==> src/rtl/cxu_mac_pipe_pkg.sv <==
// Shared definitions for the pipelined multiply/accumulate CXU.
package cxu_mac_pkg;

    localparam logic [2:0] FN_MUL    = 3'd0;
    localparam logic [2:0] FN_MULH   = 3'd1;
    localparam logic [2:0] FN_MULHU  = 3'd2;
    localparam logic [2:0] FN_MAC    = 3'd3;
    localparam logic [2:0] FN_ACCLO  = 3'd4;
    localparam logic [2:0] FN_ACCHI  = 3'd5;
    localparam logic [2:0] FN_ACCCLR = 3'd6;
    localparam logic [2:0] FN_RSVD   = 3'd7;

    // One pipeline slot: the product travels separately in the multiplier.
    typedef struct packed {
        logic       valid;
        logic [2:0] fn;
        logic [2:0] sid;
    } slot_t;

    localparam slot_t SLOT_IDLE = '{valid: 1'b0, fn: FN_MUL, sid: 3'd0};

    // Only the unsigned high-word multiply zero-extends its operands.
    function automatic logic sign_ext_fn(input logic [2:0] fn);
        return (fn != FN_MULHU);
    endfunction

endpackage

==> src/rtl/cxu_mac_pipe_if.sv <==
// Custom-instruction bus between CPU (master) and CXU (slave).
interface cxu_mac_pipe_if #(parameter int XLEN = 32);

    logic            cmd_valid;
    logic            cmd_ready;
    logic [2:0]      cmd_payload_function_id;
    logic [XLEN-1:0] cmd_payload_inputs_0;
    logic [XLEN-1:0] cmd_payload_inputs_1;
    logic [2:0]      cmd_payload_state_id;
    logic [3:0]      cmd_payload_cxu_id;
    logic            rsp_valid;
    logic            rsp_ready;
    logic [XLEN-1:0] rsp_payload_outputs_0;

    modport master (
        output cmd_valid, cmd_payload_function_id, cmd_payload_inputs_0,
               cmd_payload_inputs_1, cmd_payload_state_id, cmd_payload_cxu_id, rsp_ready,
        input  cmd_ready, rsp_valid, rsp_payload_outputs_0
    );

    modport slave (
        input  cmd_valid, cmd_payload_function_id, cmd_payload_inputs_0,
               cmd_payload_inputs_1, cmd_payload_state_id, cmd_payload_cxu_id, rsp_ready,
        output cmd_ready, rsp_valid, rsp_payload_outputs_0
    );

endinterface

==> src/rtl/cxu_mac_pipe_mul.sv <==
// (XLEN+1)x(XLEN+1) signed multiplier: operands captured alongside slot 0,
// product delayed so it lines up with the last slot.
module cxu_mul_pipe #(
    parameter int XLEN   = 32,
    parameter int STAGES = 2
) (
    input  logic                   clk,
    input  logic                   reset,
    input  logic                   en,
    input  logic signed [XLEN:0]   a,
    input  logic signed [XLEN:0]   b,
    output logic signed [2*XLEN+1:0] product
);

    localparam int PW = 2 * XLEN + 2;

    logic signed [XLEN:0] a_r;
    logic signed [XLEN:0] b_r;
    logic signed [PW-1:0] prod_s;

    // Operand capture in step with the slot-0 load.
    always_ff @(posedge clk or negedge reset) begin
        if (!reset) begin
            a_r <= {(XLEN+1){1'b0}};
            b_r <= {(XLEN+1){1'b0}};
        end else if (en) begin
            a_r <= a;
            b_r <= b;
        end
    end

    assign prod_s = PW'(a_r) * PW'(b_r);

    generate
        if (STAGES == 1) begin : g_comb
            assign product = prod_s;
        end else begin : g_pipe
            logic signed [PW-1:0] stage_r [STAGES-1];

            // Product delay line; holds with the rest of the pipeline.
            always_ff @(posedge clk or negedge reset) begin
                if (!reset) begin
                    for (int i = 0; i < STAGES - 1; i++) begin
                        stage_r[i] <= {PW{1'b0}};
                    end
                end else if (en) begin
                    stage_r[0] <= prod_s;
                    for (int i = 1; i < STAGES - 1; i++) begin
                        stage_r[i] <= stage_r[i-1];
                    end
                end
            end

            assign product = stage_r[STAGES-2];
        end
    endgenerate

endmodule

==> src/rtl/cxu_mac_pipe.sv <==
// Pipelined multiply / multiply-accumulate CXU with NUM_ACC accumulators.
// Accumulators are read and written only on the final transfer into the
// output register, so consecutive ops on one sid need no forwarding.
module cxu_mac_pipe import cxu_mac_pkg::*; #(
    parameter int XLEN    = 32,
    parameter int STAGES  = 2,
    parameter int NUM_ACC = 8,
    parameter int ACC_W   = 64
) (
    input  logic          clk,
    input  logic          reset,
    cxu_mac_pipe_if.slave bus
);

    logic                      en_s;
    slot_t                     slot_r [STAGES];
    slot_t                     last_s;
    logic signed [XLEN:0]      a_ext_s;
    logic signed [XLEN:0]      b_ext_s;
    logic signed [2*XLEN+1:0]  prod_s;
    logic signed [2*XLEN-1:0]  prod_w_s;
    logic [ACC_W-1:0]          acc_r [NUM_ACC];
    logic [ACC_W-1:0]          acc_old_s;
    logic [ACC_W-1:0]          acc_add_s;
    logic [ACC_W-1:0]          mac_sum_s;
    logic [ACC_W-1:0]          acc_wdata_s;
    logic                      acc_we_s;
    logic                      sid_ok_s;
    logic [XLEN-1:0]           result_s;
    logic                      rsp_valid_r;
    logic [XLEN-1:0]           rsp_data_r;
    logic                      unused_bits_s;

    assign en_s                      = !(rsp_valid_r && !bus.rsp_ready);
    assign bus.cmd_ready             = en_s;
    assign bus.rsp_valid             = rsp_valid_r;
    assign bus.rsp_payload_outputs_0 = rsp_data_r;
    assign last_s                    = slot_r[STAGES-1];
    assign unused_bits_s             = ^{bus.cmd_payload_cxu_id, prod_s[2*XLEN+1:2*XLEN]};

    // Operand extension: zero for the unsigned high multiply, signed otherwise.
    always_comb begin
        if (sign_ext_fn(bus.cmd_payload_function_id)) begin
            a_ext_s = {bus.cmd_payload_inputs_0[XLEN-1], bus.cmd_payload_inputs_0};
            b_ext_s = {bus.cmd_payload_inputs_1[XLEN-1], bus.cmd_payload_inputs_1};
        end else begin
            a_ext_s = {1'b0, bus.cmd_payload_inputs_0};
            b_ext_s = {1'b0, bus.cmd_payload_inputs_1};
        end
    end

    cxu_mul_pipe #(.XLEN(XLEN), .STAGES(STAGES)) u_mul (
        .clk     (clk),
        .reset   (reset),
        .en      (en_s),
        .a       (a_ext_s),
        .b       (b_ext_s),
        .product (prod_s)
    );

    // Slot shift register; bubbles enter as valid=0.
    always_ff @(posedge clk or negedge reset) begin
        if (!reset) begin
            for (int i = 0; i < STAGES; i++) begin
                slot_r[i] <= SLOT_IDLE;
            end
        end else if (en_s) begin
            slot_r[0] <= '{valid: bus.cmd_valid,
                           fn:    bus.cmd_payload_function_id,
                           sid:   bus.cmd_payload_state_id};
            for (int i = 1; i < STAGES; i++) begin
                slot_r[i] <= slot_r[i-1];
            end
        end
    end

    // Accumulator select and result muxing for the op leaving the last slot.
    always_comb begin
        sid_ok_s  = ({1'b0, last_s.sid} < 4'(NUM_ACC));
        prod_w_s  = prod_s[2*XLEN-1:0];
        acc_add_s = ACC_W'(prod_w_s);
        acc_old_s = {ACC_W{1'b0}};
        for (int i = 0; i < NUM_ACC; i++) begin
            acc_old_s = (last_s.sid == 3'(i)) ? acc_r[i] : acc_old_s;
        end
        mac_sum_s   = acc_old_s + acc_add_s;
        result_s    = {XLEN{1'b0}};
        acc_we_s    = 1'b0;
        acc_wdata_s = {ACC_W{1'b0}};
        case (last_s.fn)
            FN_MUL:   result_s = prod_s[XLEN-1:0];
            FN_MULH:  result_s = prod_s[2*XLEN-1:XLEN];
            FN_MULHU: result_s = prod_s[2*XLEN-1:XLEN];
            FN_MAC: begin
                if (sid_ok_s) begin
                    acc_we_s    = 1'b1;
                    acc_wdata_s = mac_sum_s;
                    result_s    = mac_sum_s[XLEN-1:0];
                end else begin
                    result_s = {XLEN{1'b0}};
                end
            end
            FN_ACCLO: begin
                if (sid_ok_s) result_s = acc_old_s[XLEN-1:0];
                else          result_s = {XLEN{1'b0}};
            end
            FN_ACCHI: begin
                if (sid_ok_s) result_s = acc_old_s[2*XLEN-1:XLEN];
                else          result_s = {XLEN{1'b0}};
            end
            FN_ACCCLR: begin
                if (sid_ok_s) begin
                    acc_we_s    = 1'b1;
                    acc_wdata_s = {ACC_W{1'b0}};
                    result_s    = acc_old_s[XLEN-1:0];
                end else begin
                    result_s = {XLEN{1'b0}};
                end
            end
            default:  result_s = {XLEN{1'b0}};
        endcase
    end

    // Accumulator write-back, only when a valid op moves into the output register.
    always_ff @(posedge clk or negedge reset) begin
        if (!reset) begin
            for (int i = 0; i < NUM_ACC; i++) begin
                acc_r[i] <= {ACC_W{1'b0}};
            end
        end else if (en_s && last_s.valid && acc_we_s) begin
            for (int i = 0; i < NUM_ACC; i++) begin
                if (last_s.sid == 3'(i)) begin
                    acc_r[i] <= acc_wdata_s;
                end
            end
        end
    end

    // Output register; data is held until the CPU takes it.
    always_ff @(posedge clk or negedge reset) begin
        if (!reset) begin
            rsp_valid_r <= 1'b0;
            rsp_data_r  <= {XLEN{1'b0}};
        end else if (en_s) begin
            rsp_valid_r <= last_s.valid;
            if (last_s.valid) begin
                rsp_data_r <= result_s;
            end
        end
    end

endmodule

==> src/flat_wrapper.sv <==
// flat-port wrapper written by rule: the top's interface ports become plain ports
module cxu_mac_pipe_flat import cxu_mac_pkg::*;
#(
    parameter int XLEN    = 32,
    parameter int STAGES  = 2,
    parameter int NUM_ACC = 8,
    parameter int ACC_W   = 64
)
  (clk, reset, bus_cmd_valid, bus_cmd_payload_function_id, bus_cmd_payload_inputs_0, bus_cmd_payload_inputs_1, bus_cmd_payload_state_id, bus_cmd_payload_cxu_id, bus_rsp_ready, bus_cmd_ready, bus_rsp_valid, bus_rsp_payload_outputs_0);
  cxu_mac_pipe_if #(.XLEN(XLEN)) bus_i ();
  input  logic clk;
  input  logic reset;
  input wire logic [$bits(bus_i.cmd_valid)-1:0] bus_cmd_valid;
  input wire logic [$bits(bus_i.cmd_payload_function_id)-1:0] bus_cmd_payload_function_id;
  input wire logic [$bits(bus_i.cmd_payload_inputs_0)-1:0] bus_cmd_payload_inputs_0;
  input wire logic [$bits(bus_i.cmd_payload_inputs_1)-1:0] bus_cmd_payload_inputs_1;
  input wire logic [$bits(bus_i.cmd_payload_state_id)-1:0] bus_cmd_payload_state_id;
  input wire logic [$bits(bus_i.cmd_payload_cxu_id)-1:0] bus_cmd_payload_cxu_id;
  input wire logic [$bits(bus_i.rsp_ready)-1:0] bus_rsp_ready;
  output wire logic [$bits(bus_i.cmd_ready)-1:0] bus_cmd_ready;
  output wire logic [$bits(bus_i.rsp_valid)-1:0] bus_rsp_valid;
  output wire logic [$bits(bus_i.rsp_payload_outputs_0)-1:0] bus_rsp_payload_outputs_0;
  assign bus_i.cmd_valid = bus_cmd_valid;
  assign bus_i.cmd_payload_function_id = bus_cmd_payload_function_id;
  assign bus_i.cmd_payload_inputs_0 = bus_cmd_payload_inputs_0;
  assign bus_i.cmd_payload_inputs_1 = bus_cmd_payload_inputs_1;
  assign bus_i.cmd_payload_state_id = bus_cmd_payload_state_id;
  assign bus_i.cmd_payload_cxu_id = bus_cmd_payload_cxu_id;
  assign bus_i.rsp_ready = bus_rsp_ready;
  assign bus_cmd_ready = bus_i.cmd_ready;
  assign bus_rsp_valid = bus_i.rsp_valid;
  assign bus_rsp_payload_outputs_0 = bus_i.rsp_payload_outputs_0;
  cxu_mac_pipe #(.XLEN(XLEN), .STAGES(STAGES), .NUM_ACC(NUM_ACC), .ACC_W(ACC_W)) u_core (.clk(clk), .reset(reset), .bus(bus_i));
endmodule
==> config.mk <==
export PLATFORM = sky130hd
export DESIGN_NAME = cxu_mac_pipe_flat
export DESIGN_NICKNAME = d
export VERILOG_FILES = /design/src/rtl/cxu_mac_pipe_pkg.sv /design/src/rtl/cxu_mac_pipe_if.sv /design/src/rtl/cxu_mac_pipe_mul.sv /design/src/rtl/cxu_mac_pipe.sv /design/src/flat_wrapper.sv
export SDC_FILE = /design/constraint.sdc
export NUM_CORES = 2
export LEC_CHECK = 0
export CAP_MARGIN = 10
export CORE_MARGIN = 2
export CORE_UTILIZATION = 30
export CTS_CLUSTER_SIZE = 30
export DETAILED_ROUTE_END_ITERATION = 16
export PLACE_DENSITY = 0.42
export SYNTH_ARGS = -nofsm -noshare
export SYNTH_HDL_FRONTEND = slang
export SYNTH_HIERARCHICAL = 1
export SYNTH_SLANG_ARGS = --single-unit
==> constraint.sdc <==
create_clock -name clk -period 16.2 [get_ports clk]
set_input_delay 1.62 -clock clk [delete_from_list [all_inputs] [get_ports clk]]
set_output_delay 1.62 -clock clk [all_outputs]
set_load 0.005 [all_outputs]
==> out/metrics.cfg <==
[critical_path]
crit_slowest_cell=fa_1
endpoint_kind=flip-flop
path_delay_family=adder cells
cp_max_fo=21
critPathRequiredTime_ns=16.79
cp-start-kind=flip-flop
path_class=flip-flop to flip-flop
path_common_cell=fa_1
crit_buf_inv=6
critPathArrivalTime_ns=9.32
max_stage_delay_ns=1.17

[sta]
finalClockSkew_ns=0.03408
rsz0062_at_grt=no
period_needed_ns=8.729
max_freq_mhz=114.6
finalHoldViolCount=0
tightest_slew_ns=1.248
setup_viol=0
final_max_slew_viol_count=0
tns_ns=0
finalCritPeriodShare_pct=53.88
max_slew_margin_pct=15.89

[cts]
cts-resized-gates=0
clock_insertion_delay_worst_skew_ns=0.73
clk_path_buf_depth=3
numCtsBuffers=89
clk_pin_slew_worst_paths_ns=0.06
cts_root_buf=clkbuf_16
hold_buffers=0
post_cts_buffers=0
cts_tree=yes
htreeDepth=3
cts_sinks=689

[die]
fp.dieH_um=497.2
rows=181
die_w_um=497.2
core_um2=242500
start_util_pct=30.09
io_pins=112
dieArea_um2=247200

[placed_design]
port_buffers=107
gp_congestion=0.8994
dp_hpwl_mm=176.9

[global_routing]
antenna_found_initial=7
track_usage_pct=19.47
grt_pass1_vias=57290
gr-total-overflow=0
grt_max_degree=141
grt_pass1_wl_mm=369.0

[yosys]
synth_fp_nets=9114
yosysWarnings=6
synth.avg_cell_area_um2=9.578
syn_inst=7619
netlist_area_um2=72970

[drt]
drt_iter0_drc=3064
via_count=52710
ant_nets=0
wirelength_mm=238.8
route.detailed.drc=0
wl_per_cell_um=22.32
vias_per_cell=4.926
dr.pass1.iters=6

[min_path]
hp-class=flip-flop to flip-flop

[finish]
syn_to_final_growth_pct=9.838
nets=8917
layout-drive-gt1-share_pct=8.526

[job]
cap_violations=0

[outcome]
outcome=completed

-- layout make-up --
cell class | instances | area [um^2]
Fill cell | 25020 | 162400
Antenna cell | 4 | 10.01
Tap cell | 3202 | 4006
Inverter | 1156 | 4342
Multi-Input combinational cell | 5269 | 49550
Clock buffer | 127 | 2581
Sequential cell | 689 | 17280
Clock inverter | 37 | 437.9
Timing Repair Buffer | 217 | 1939
-- final timing paths --
check                               startpoint                       end  slack (ns)  depth (start not counted)
min reg2reg                  u_core/acc_r[355]         u_core/acc_r[355]        0.47                          2
max reg2reg                u_core/u_mul/b_r[6]  u_core/u_mul/product[60]        7.47                         25
min in group asynchronous                reset           u_core/acc_r[6]        0.94                          1
max in group asynchronous                reset          u_core/last_s[1]       12.12                          4
max                        u_core/u_mul/b_r[6]  u_core/u_mul/product[60]        7.47                         25
min                          u_core/acc_r[355]         u_core/acc_r[355]        0.47                          2
-- layout by cell type (no fill, tap or decap), types with 15 or more instances in the layout --
cell type        count
o221ai_1            21
fa_1              1137
a21oi_1            204
clkbuf_8            19
o21bai_1            23
a22o_1              61
buf_4              107
clkbuf_1            18
nand4_1             32
o21ai_0            398
and2_1             563
clkbuf_16           90
xor2_1              37
o31ai_1            114
mux2_2             248
dfrtp_2             28
xnor2_1             63
a22oi_1             39
nor3_1              25
clkdlybuf4s50_1    106
nand3_1             33
dfrtp_1            659
nor2_1             165
a222oi_1            47
and3_1              15
a21o_1              66
o21ai_1             28
clkinv_2            16
inv_1             1154
nand2_1           1184
o211ai_1            44
o22ai_1            102
mux2i_1             94
o31ai_2             15
ha_1               280
-- worst register-to-register path: cells and delay by family, from the launching register on --
family,cells,cell delay [ns]
multiplexers,1,0.26
XOR/XNOR,1,0.10
AO/OA/AOI/OAI,6,1.31
buffers and inverters,6,0.77
adder cells (fa/ha/maj),9,5.20
flip-flops,1,0.69
AND/OR/NAND/NOR,2,0.28
-- stage by stage --
stage | utilization [%] | area [um^2] | std cells | worst slack, ns | hold slack (ns)
2_1_floorplan | - | 72970 | 7619 | 8.573 | 0.4406
3_3_place_gp | 31.80 | 77120 | 10530 | 7.376 | 0.4521
3_5_place_dp | 31.80 | 77120 | 10530 | 7.382 | 0.4579
4_1_cts | 33.04 | 80140 | 10700 | 7.308 | 0.4724
5_1_grt | 33.04 | 80150 | 10700 | 6.847 | 0.4912
6_report | 33.05 | 80150 | 10700 | 7.471 | 0.4652
-- registers in the layout (all words and copies together) (netlist names) --
signal                            cells
u_core/acc_r                        512
u_core/u_mul/product                 64
u_core/u_mul/a_r                     33
u_core/u_mul/b_r                     33
u_core/bus.rsp_payload_outputs_0     32
u_core/last_s                         7
u_core/slot_r                         7
u_core/bus.rsp_valid                  1
-- per-layer routing --
layer | up-vias | global-route usage [%] | wire [um]
met5 | - | 0 | 0
met4 | 0 | 4.419 | 5203
met3 | 253 | 1.762 | 8082
met2 | 1007 | 33.24 | 115600
met1 | 27590 | 26.68 | 109900
li1 | 23870 | - | -
Power is not shown: default switching activity piles up to over one toggle a cycle in this logic, so the estimate is an artifact.
